### src/rtl/cond_update_sched.sv
// Round-robin scheduler sharing one condition register between requesters.
// Each grant computes period * freq_adj serially and commits it only on a counter wrap.
module cond_update_sched #(
  parameter int NREQ = 2,
  parameter int W    = 15
) (
  input  logic              clk,
  input  logic              reset,
  input  logic [NREQ-1:0]   req,
  input  logic [NREQ*W-1:0] req_period,
  input  logic [NREQ*W-1:0] req_freq_adj,
  output logic [NREQ-1:0]   gnt,
  input  logic              wrap,
  output logic [31:0]       condition,
  output logic              cond_upd,
  output logic              op_err,
  output logic              busy
);

  localparam int PW = (NREQ > 1) ? $clog2(NREQ) : 1;
  localparam int CW = $clog2(W + 1);

  typedef enum logic [2:0] {
    S_IDLE,
    S_MUL,
    S_WAIT,
    S_COMMIT,
    S_ERR
  } state_t;

  state_t          r_state, w_state_next;
  logic [PW-1:0]   r_rr_ptr, w_rr_ptr_next;
  logic [31:0]     r_opa, w_opa_next;
  logic [W-1:0]    r_opb, w_opb_next;
  logic [31:0]     r_acc, w_acc_next;
  logic [CW-1:0]   r_bit, w_bit_next;
  logic [31:0]     r_condition, w_condition_next;
  logic [NREQ-1:0] r_gnt, w_gnt_next;
  logic            r_cond_upd, w_cond_upd_next;
  logic            r_op_err, w_op_err_next;
  logic            r_busy, w_busy_next;

  logic [W-1:0]    w_period [NREQ];
  logic [W-1:0]    w_freq   [NREQ];
  logic [PW-1:0]   w_pick;
  logic [W-1:0]    w_sel_period;
  logic [W-1:0]    w_sel_freq;

  genvar gi;
  generate
    for (gi = 0; gi < NREQ; gi++) begin : g_unpack
      assign w_period[gi] = req_period[gi*W +: W];
      assign w_freq[gi]   = req_freq_adj[gi*W +: W];
    end
  endgenerate

  // Scan from the farthest candidate back to rr_ptr so the nearest one wins.
  always_comb begin
    int idx;
    w_pick = '0;
    idx    = 0;
    for (int k = NREQ - 1; k >= 0; k--) begin
      idx = int'(r_rr_ptr) + k;
      if (idx >= NREQ) idx = idx - NREQ;
      if (req[idx]) w_pick = idx[PW-1:0];
    end
  end

  assign w_sel_period = w_period[w_pick];
  assign w_sel_freq   = w_freq[w_pick];

  always_ff @(posedge clk or posedge reset) begin
    if (reset) r_state <= S_IDLE;
    else       r_state <= w_state_next;
  end

  always_comb begin
    w_state_next     = r_state;
    w_rr_ptr_next    = r_rr_ptr;
    w_opa_next       = r_opa;
    w_opb_next       = r_opb;
    w_acc_next       = r_acc;
    w_bit_next       = r_bit;
    w_condition_next = r_condition;
    w_gnt_next       = '0;
    w_cond_upd_next  = 1'b0;
    w_op_err_next    = 1'b0;
    case (r_state)
      S_IDLE: begin
        if (|req) begin
          w_gnt_next    = NREQ'(1) << w_pick;
          w_opa_next    = 32'(w_sel_period);
          w_opb_next    = w_sel_freq;
          w_acc_next    = '0;
          w_bit_next    = '0;
          w_rr_ptr_next = (int'(w_pick) == NREQ - 1) ? '0 : w_pick + PW'(1);
          if (w_sel_period == '0 || w_sel_freq == '0) begin
            w_state_next  = S_ERR;
            w_op_err_next = 1'b1;
          end else begin
            w_state_next = S_MUL;
          end
        end
      end
      S_MUL: begin
        // opa is pre-shifted and opb consumed LSB first, so bit i adds opa << i.
        if (r_opb[0]) w_acc_next = r_acc + r_opa;
        w_opa_next = r_opa << 1;
        w_opb_next = r_opb >> 1;
        w_bit_next = r_bit + CW'(1);
        if (r_bit == CW'(W - 1)) w_state_next = S_WAIT;
      end
      S_WAIT: begin
        if (wrap) w_state_next = S_COMMIT;
      end
      S_COMMIT: begin
        if (r_acc != r_condition) begin
          w_condition_next = r_acc;
          w_cond_upd_next  = 1'b1;
        end
        w_state_next = S_IDLE;
      end
      S_ERR: begin
        w_state_next = S_IDLE;
      end
      default: begin
        w_state_next = S_IDLE;
      end
    endcase
    w_busy_next = (w_state_next != S_IDLE);
  end

  always_ff @(posedge clk or posedge reset) begin
    if (reset) begin
      r_rr_ptr    <= '0;
      r_opa       <= '0;
      r_opb       <= '0;
      r_acc       <= '0;
      r_bit       <= '0;
      r_condition <= 32'd1;
      r_gnt       <= '0;
      r_cond_upd  <= 1'b0;
      r_op_err    <= 1'b0;
      r_busy      <= 1'b0;
    end else begin
      r_rr_ptr    <= w_rr_ptr_next;
      r_opa       <= w_opa_next;
      r_opb       <= w_opb_next;
      r_acc       <= w_acc_next;
      r_bit       <= w_bit_next;
      r_condition <= w_condition_next;
      r_gnt       <= w_gnt_next;
      r_cond_upd  <= w_cond_upd_next;
      r_op_err    <= w_op_err_next;
      r_busy      <= w_busy_next;
    end
  end

  assign gnt       = r_gnt;
  assign condition = r_condition;
  assign cond_upd  = r_cond_upd;
  assign op_err    = r_op_err;
  assign busy      = r_busy;

endmodule
### config.mk
export PLATFORM = sky130hd
export DESIGN_NAME = cond_update_sched
export DESIGN_NICKNAME = d
export VERILOG_FILES = /design/src/rtl/cond_update_sched.sv
export SDC_FILE = /design/constraint.sdc
export NUM_CORES = 1
export LEC_CHECK = 0
export ABC_CLOCK_PERIOD_IN_PS = 5800
export BUFFER_PORTS_ARGS = -buffer_cell sky130_fd_sc_hd__buf_2
export CORE_ASPECT_RATIO = 0.9
export CORE_MARGIN = 2
export CORE_UTILIZATION = 55
export CTS_CLUSTER_SIZE = 16
export DETAILED_ROUTE_END_ITERATION = 7
export GPL_TIMING_DRIVEN = 0
export PLACE_DENSITY = 0.74
export RECOVER_POWER = 100
export SYNTH_ARGS = -nofsm -noshare
export SYNTH_HDL_FRONTEND = slang
export SYNTH_SLANG_ARGS = --single-unit
export TNS_END_PERCENT = 30
### constraint.sdc
create_clock -name clk -period 5.8 [get_ports clk]
set_input_delay 1.16 -clock clk [delete_from_list [all_inputs] [get_ports clk]]
set_output_delay 1.16 -clock clk [all_outputs]
set_load 0.02 [all_outputs]
==> results.yml, run 1 <==
status:
  outcome: "complete, but fails checks"
  violations: "max-capacitance violations, max-slew violations"
synth:
  synth_cell_type_count: 54
  ys_ff_latch: 124
  syn_area_um2: 7080
  yosys_warnings: 0
  async_flop_share: 1.00
  seq_area_frac_synth: 0.438
  synth-edff-count: 0
  avgSynthCellArea_um2: 10.4
  synthCells: 684
  synth.net_count: 783
  synthFlopType: "dfrtp_1"
power_and_ir_drop:
  comb_power_share: 0.489
  p_sw_frac: 0.425
  p_seq_frac: 0.314
  p_sw_uw: 2220
  leakage_uw: 0.00401
  intPower_uw: 3000
  p_per_area_nw_per_um2: 630
  pwr-share-clk: 0.197
  vdd_drop_max_mv: 0.262
grt:
  grt_util_all_layers: 0.279
  grt_pass1_wl_mm: 29.4
  antenna_found_initial: 0
  grt_pass1_vias: 5692
  grt.overflow.total: 0
  grt_max_degree: 65
floorplan:
  die_h_um: 112
  dieArea_um2: 13800
  die_x_um: 124
  start_util: 0.560
  rows: 39
  num_io_pins: 102
  core-area_um2: 12600
placement:
  io_buffers: 101
  post-dp-hpwl_mm: 13.7
  place.gp.congestion: 0.919
sta:
  fin_skew_ns: 0.00673
  finalSetupViolations: 0
  drv_slew: 127
  slew_headroom: -0.728
  worstMarginPinSlew_ns: 2.58
  hold_violations: 0
  rsz0062_at_grt: "false"
  fmax_mhz: 257
  fin_setup_tns_ns: 0
  post-route-period-util: 0.671
  holdWs_ns: 0.477
  finalCriticalPeriod_ns: 3.89
layout:
  fillCellCount: 1022
  syn_to_final_growth_pct: 17.2
  drive_above_1_share: 0.163
  final_common_cell: "dfrtp_1"
  antenna_cells: 0
  layout_common_cells: "dfrtp_1, clkbuf_1, buf_2"
  final_nets: 904
  multi_input_area_um2: 3680
  layout.area.seq_um2: 3100
worst_hold_path:
  min_from: "r_opb[2]$_DFFE_PP0P_"
  hold_path.class: "flop to flop"
critical_path:
  path_buf_inv: 3
  max_stage_delay_ns: 1.45
  criticalPathCategory: "primary input to async pin"
  ff2ff_setup_slack_ns: 2.47
  critPathSlowestCell: "clkinvlp_2"
  critPathLaunch: "reset"
  r2r_start: "r_rr_ptr$_DFFE_PP0P_"
  path_cells: "buf_2, clkinvlp_2, clkbuf_2"
  arrival_ns: 4.13
  cp-start-kind: "primary input"
  worst_ep_required_time_ns: 6.04
  end_kind: "async pin"
  crit_family: "buffers and inverters"
  path_max_fanout: 64
clock_network:
  cts_max_path_buffers: 2
  cts-resized-gates: 0
  cts-hold-fix-buffers: 0
  cts_sinks: 124
  cts_tree: "yes"
  insertion_delay_ns: 0.42
  postCtsSetupBuffers: 0
  numCtsBuffers: 17
  cts_root_buf: "clkbuf_16"
  h-tree-depth: 4
  clk_pin_slew_ns: 0.05
run:
  maxCapViolCount: 2
routing:
  drc: 0
  drt-pass1-iter-count: 6
  drtIter0Drc: 325
  drtAntennaViolNets: 0
  vias: 5833
  routed_wl_mm: 18.4
  vias_per_cell: 5.95
  avgRoutedWirePerCell_um: 18.8
## routing by layer
metal | GRT usage | share of wire
met5 | 0 | 0
met4 | 0.0932 | 0.016
met3 | 0.0533 | 0.055
met2 | 0.429 | 0.46
met1 | 0.398 | 0.47
## Yosys cell counts, types with 3 or more instances
master    count  area (um2)
nand3_1      11        55.1
clkbuf_1     20        75.1
nand2_1      45         169
xor2_1       10        87.6
o21a_1        5        37.5
a21o_1       39         293
nor3_1        7        35.0
a21oi_1      30         150
mux2i_1      30         300
or3_1         6        37.5
o21bai_1      5        37.5
buf_2         7        35.0
inv_1        43         161
o21ai_1      16        80.1
nor2_1       21        78.8
a22o_1       21         184
mux2_2       32         360
nor4_1        4        25.0
dfrtp_1     123        3080
nor2b_1       3        18.8
ha_1         33         413
o21ai_0      33         165
a32o_1        3        30.0
nand4_1      17         106
xnor2_1      49         429
a211oi_1      5        37.5
a221oi_1     28         245
## path summary, 6_finish.rpt
check / to / cells past startpoint
max: r_opa[30]$_DFFE_PP0P_ / 3
max in group clk: r_state[0]$_DFF_PP0_ / 8
min reg2reg: r_opb[2]$_DFFE_PP0P_ / 1
min: r_opb[2]$_DFFE_PP0P_ / 1
max reg2reg: r_state[0]$_DFF_PP0_ / 6
min in group asynchronous: r_acc[3]$_DFFE_PP0P_ / 2
## state kept, by name, summed over array words and instances, names as in the netlist
signal and flops:
r_opb 15, op_err 1, busy 1, gnt 2
condition 32, r_acc 32, r_opa 32, r_rr_ptr 1
cond_upd 1, r_state 3, r_bit 4
## through the flow
| step | power (uW) | std cells | utilization | setup WS [ns] | cell area [um2] |
|---|---|---|---|---|---|
| 5_1_grt | 5610 | 980 | 0.657 | 1.29 | 8300 |
| 6_report | 5220 | 980 | 0.657 | 1.91 | 8300 |
| 4_1_cts | 5260 | 980 | 0.664 | 2.46 | 8390 |
| 3_3_place_gp | 4100 | 949 | 0.616 | 0.0916 | 7790 |
| 2_1_floorplan | 3500 | 684 | - | 1.34 | 7080 |
| 3_5_place_dp | 4190 | 950 | 0.619 | 2.11 | 7820 |
## kinds of logic after synthesis
kind of cell,synth area share
AO/OA/AOI/OAI,0.210
AND/OR/NAND/NOR,0.0832
flip-flops,0.438
buffers and inverters,0.0405
XOR/XNOR,0.0730
multiplexers,0.0933
adder cells (fa/ha/maj),0.0611
## power by group through the flow
stage / combinational [uW] / clock, uW / sequential (uW)
after detailed placement: 2560 / 0 / 1630
final: 2550 / 1030 / 1640
after global placement: 2490 / 0 / 1610
after floorplan: 1880 / 0 / 1620
after global routing: 2840 / 1080 / 1680
after CTS: 2590 / 1040 / 1630
## worst reg2reg max path: stages (launching register included)
cell	delay (ns)
dfrtp_1	0.38
o21ai_0	0.69
clkbuf_1	0.64
mux2i_1	0.43
nand4_1	0.14
nor4_1	0.70
o32ai_1	0.20
## area by class of cell
class / count / area share
Inverter: 43 / 0.0196
Clock buffer: 23 / 0.0576
Timing Repair Buffer: 102 / 0.0558
Sequential cell: 124 / 0.374
Buffer: 30 / 0.0140
Tap cell: 164 / 0.0247
Multi-Input combinational cell: 487 / 0.443
Clock inverter: 7 / 0.0109
Note: power is estimated with default switching activity, not from simulation.
==> run 2: changes to the inputs <==
--- a/config.mk
+++ b/config.mk
@@ -5,7 +5,7 @@
 export SDC_FILE = /design/constraint.sdc
 export NUM_CORES = 1
 export LEC_CHECK = 0
-export ABC_CLOCK_PERIOD_IN_PS = 5800
+export ABC_CLOCK_PERIOD_IN_PS = 3700
 export BUFFER_PORTS_ARGS = -buffer_cell sky130_fd_sc_hd__buf_2
 export CORE_ASPECT_RATIO = 0.9
 export CORE_MARGIN = 2
==> constraint.sdc (replaced) <==
create_clock -name clk -period 3.7 [get_ports clk]
set_input_delay 0.74 -clock clk [delete_from_list [all_inputs] [get_ports clk]]
set_output_delay 0.74 -clock clk [all_outputs]
set_load 0.02 [all_outputs]
==> results.yml, run 2 (synthesis gave the netlist of run 1 again) <==
status:
  outcome: "complete, but fails checks"
  violations: "max-capacitance violations, max-slew violations"
floorplan:
  dieArea_um2: 13800
  rows: 39
  num_io_pins: 102
  die_h_um: 112
  start_util: 0.560
  core-area_um2: 12600
  die_x_um: 124
critical_path:
  regToRegEndpoint: "r_acc[18]$_DFFE_PP0P_"
  r2r_start: "r_opa[0]$_DFFE_PP0P_"
  arrival_ns: 3.68
  crit_end: "r_state[2]$_DFF_PP0_"
  crit_family: "simple AND/OR/NAND/NOR gates"
  critPathSlowestCell: "nor4_1"
  end_kind: "flop"
  criticalPathCategory: "primary input to flop"
  path_buf_inv: 3
  cp-start-kind: "primary input"
  worst_ep_required_time_ns: 4.05
  r2r_cells: 11
  path_cells: "clkbuf_1, inv_1, o21ai_0, clkbuf_1, mux2i_1, nand4_1, nor4_1, nor2_1, nor2_1"
  critPathLaunch: "req[0]"
  cp.depth: 9
  ff2ff_setup_slack_ns: 0.45
  max_stage_delay_ns: 0.73
  path_max_fanout: 10
sta:
  finalCriticalPeriod_ns: 3.33
  drv_slew: 63
  worstMarginPinSlew_ns: 1.71
  rsz0062_at_grt: "false"
  fin_skew_ns: 0.00782
  holdWs_ns: 0.474
  fin_setup_tns_ns: 0
  finalSetupViolations: 0
  fmax_mhz: 300
  slew_headroom: -0.139
  post-route-period-util: 0.901
  hold_violations: 0
routing:
  drtAntennaViolNets: 0
  met3_length_mm: 1.33
  dr_wl_met2_mm: 8.15
  drt-pass1-iter-count: 5
  drtIter0Drc: 522
  routed_wl_mm: 18.3
  vias_per_cell: 6.05
  highest_layer: "met4"
  avgRoutedWirePerCell_um: 18.6
  vias: 5937
  drc: 0
  drt-met1-wl_mm: 8.27
power_and_ir_drop:
  leakage_uw: 0.00406
  p_per_area_nw_per_um2: 1000
  vdd_drop_max_mv: 0.449
placement:
  post-dp-hpwl_mm: 13.8
  place.gp.congestion: 0.913
  dpl_cell_area_um2: 7860
  io_buffers: 101
layout:
  syn_to_final_growth_pct: 18.7
  antenna_cells: 0
  final_common_cell: "dfrtp_1"
  drive_above_1_share: 0.165
  final_cell_area_um2: 8410
  layout_common_cells: "dfrtp_1, clkbuf_1, buf_2"
  final_util: 0.665
  final_nets: 906
clock_network:
  insertion_delay_ns: 0.42
  cts_tree: "yes"
  numCtsBuffers: 17
  cts_max_path_buffers: 2
  postCtsSetupBuffers: 0
  cts-resized-gates: 0
  clk_pin_slew_ns: 0.05
  cts_root_buf: "clkbuf_16"
  cts_sinks: 124
  cts-hold-fix-buffers: 0
  h-tree-depth: 4
grt:
  grt.overflow.total: 0
  antenna_found_initial: 0
  grt_pass1_wl_mm: 29.7
  grt_max_degree: 38
  grt_util_all_layers: 0.282
  grt_pass1_vias: 5788
worst_hold_path:
  hold_path.class: "flop to flop"
run:
  maxCapViolCount: 2
run 2: worst reg2reg max path: stages, from the launching register on:
cell and delay, ns:
dfrtp_1 0.42, ha_1 0.26, fa_1 0.42, a21o_1 0.19
a21oi_1 0.30, o211ai_1 0.22, nand3_1 0.19, a21oi_1 0.15
o21ai_0 0.29, a21oi_1 0.14, or3_1 0.31, a32o_1 0.24
run 2: routing by layer:
layer,vias to the layer above,global-route usage
met4,0,0.133
met5,-,0
met2,234,0.415
met1,2884,0.402
li1,2782,-
met3,37,0.0548
run 2: power by group:
part | internal [uW] | switching, uW | leakage (uW)
clock | 1260 | 562 | 0.000319
sequential | 1940 | 634 | 0.00159
combinational | 1740 | 2280 | 0.00216
run 2: per-stage QoR:
step           cells  power (uW)  worst slack [ns]
2_1_floorplan    684        5480              1.05
3_3_place_gp     949        6430             0.446
3_5_place_dp     952        6580             0.403
4_1_cts          982        8460             0.617
5_1_grt          982        9030             0.220
6_report         982        8420             0.368
run 2: how the worst min path moves through the flow:
stage,slack [ns],start,cells after the start,end
floorplan,0.45,r_opb[10]$_DFFE_PP0P_,1,r_opb[10]$_DFFE_PP0P_
global placement,0.46,r_opb[1]$_DFFE_PP0P_,1,r_opb[1]$_DFFE_PP0P_
detailed placement,0.47,r_opb[1]$_DFFE_PP0P_,1,r_opb[1]$_DFFE_PP0P_
CTS,0.44,reset,2,condition[1]$_DFFE_PP0P_
global route,0.48,r_opb[5]$_DFFE_PP0P_,1,r_opb[5]$_DFFE_PP0P_
finish,0.47,r_rr_ptr$_DFFE_PP0P_,1,r_rr_ptr$_DFFE_PP0P_
run 2: area by class of cell:
type / instances / area (um2)
Clock inverter: 7 / 160
Fill cell: 981 / 4230
Inverter: 43 / 163
Sequential cell: 124 / 3100
Buffer: 30 / 116
Clock buffer: 23 / 488
Timing Repair Buffer: 104 / 485
Tap cell: 164 / 205
Multi-Input combinational cell: 487 / 3680
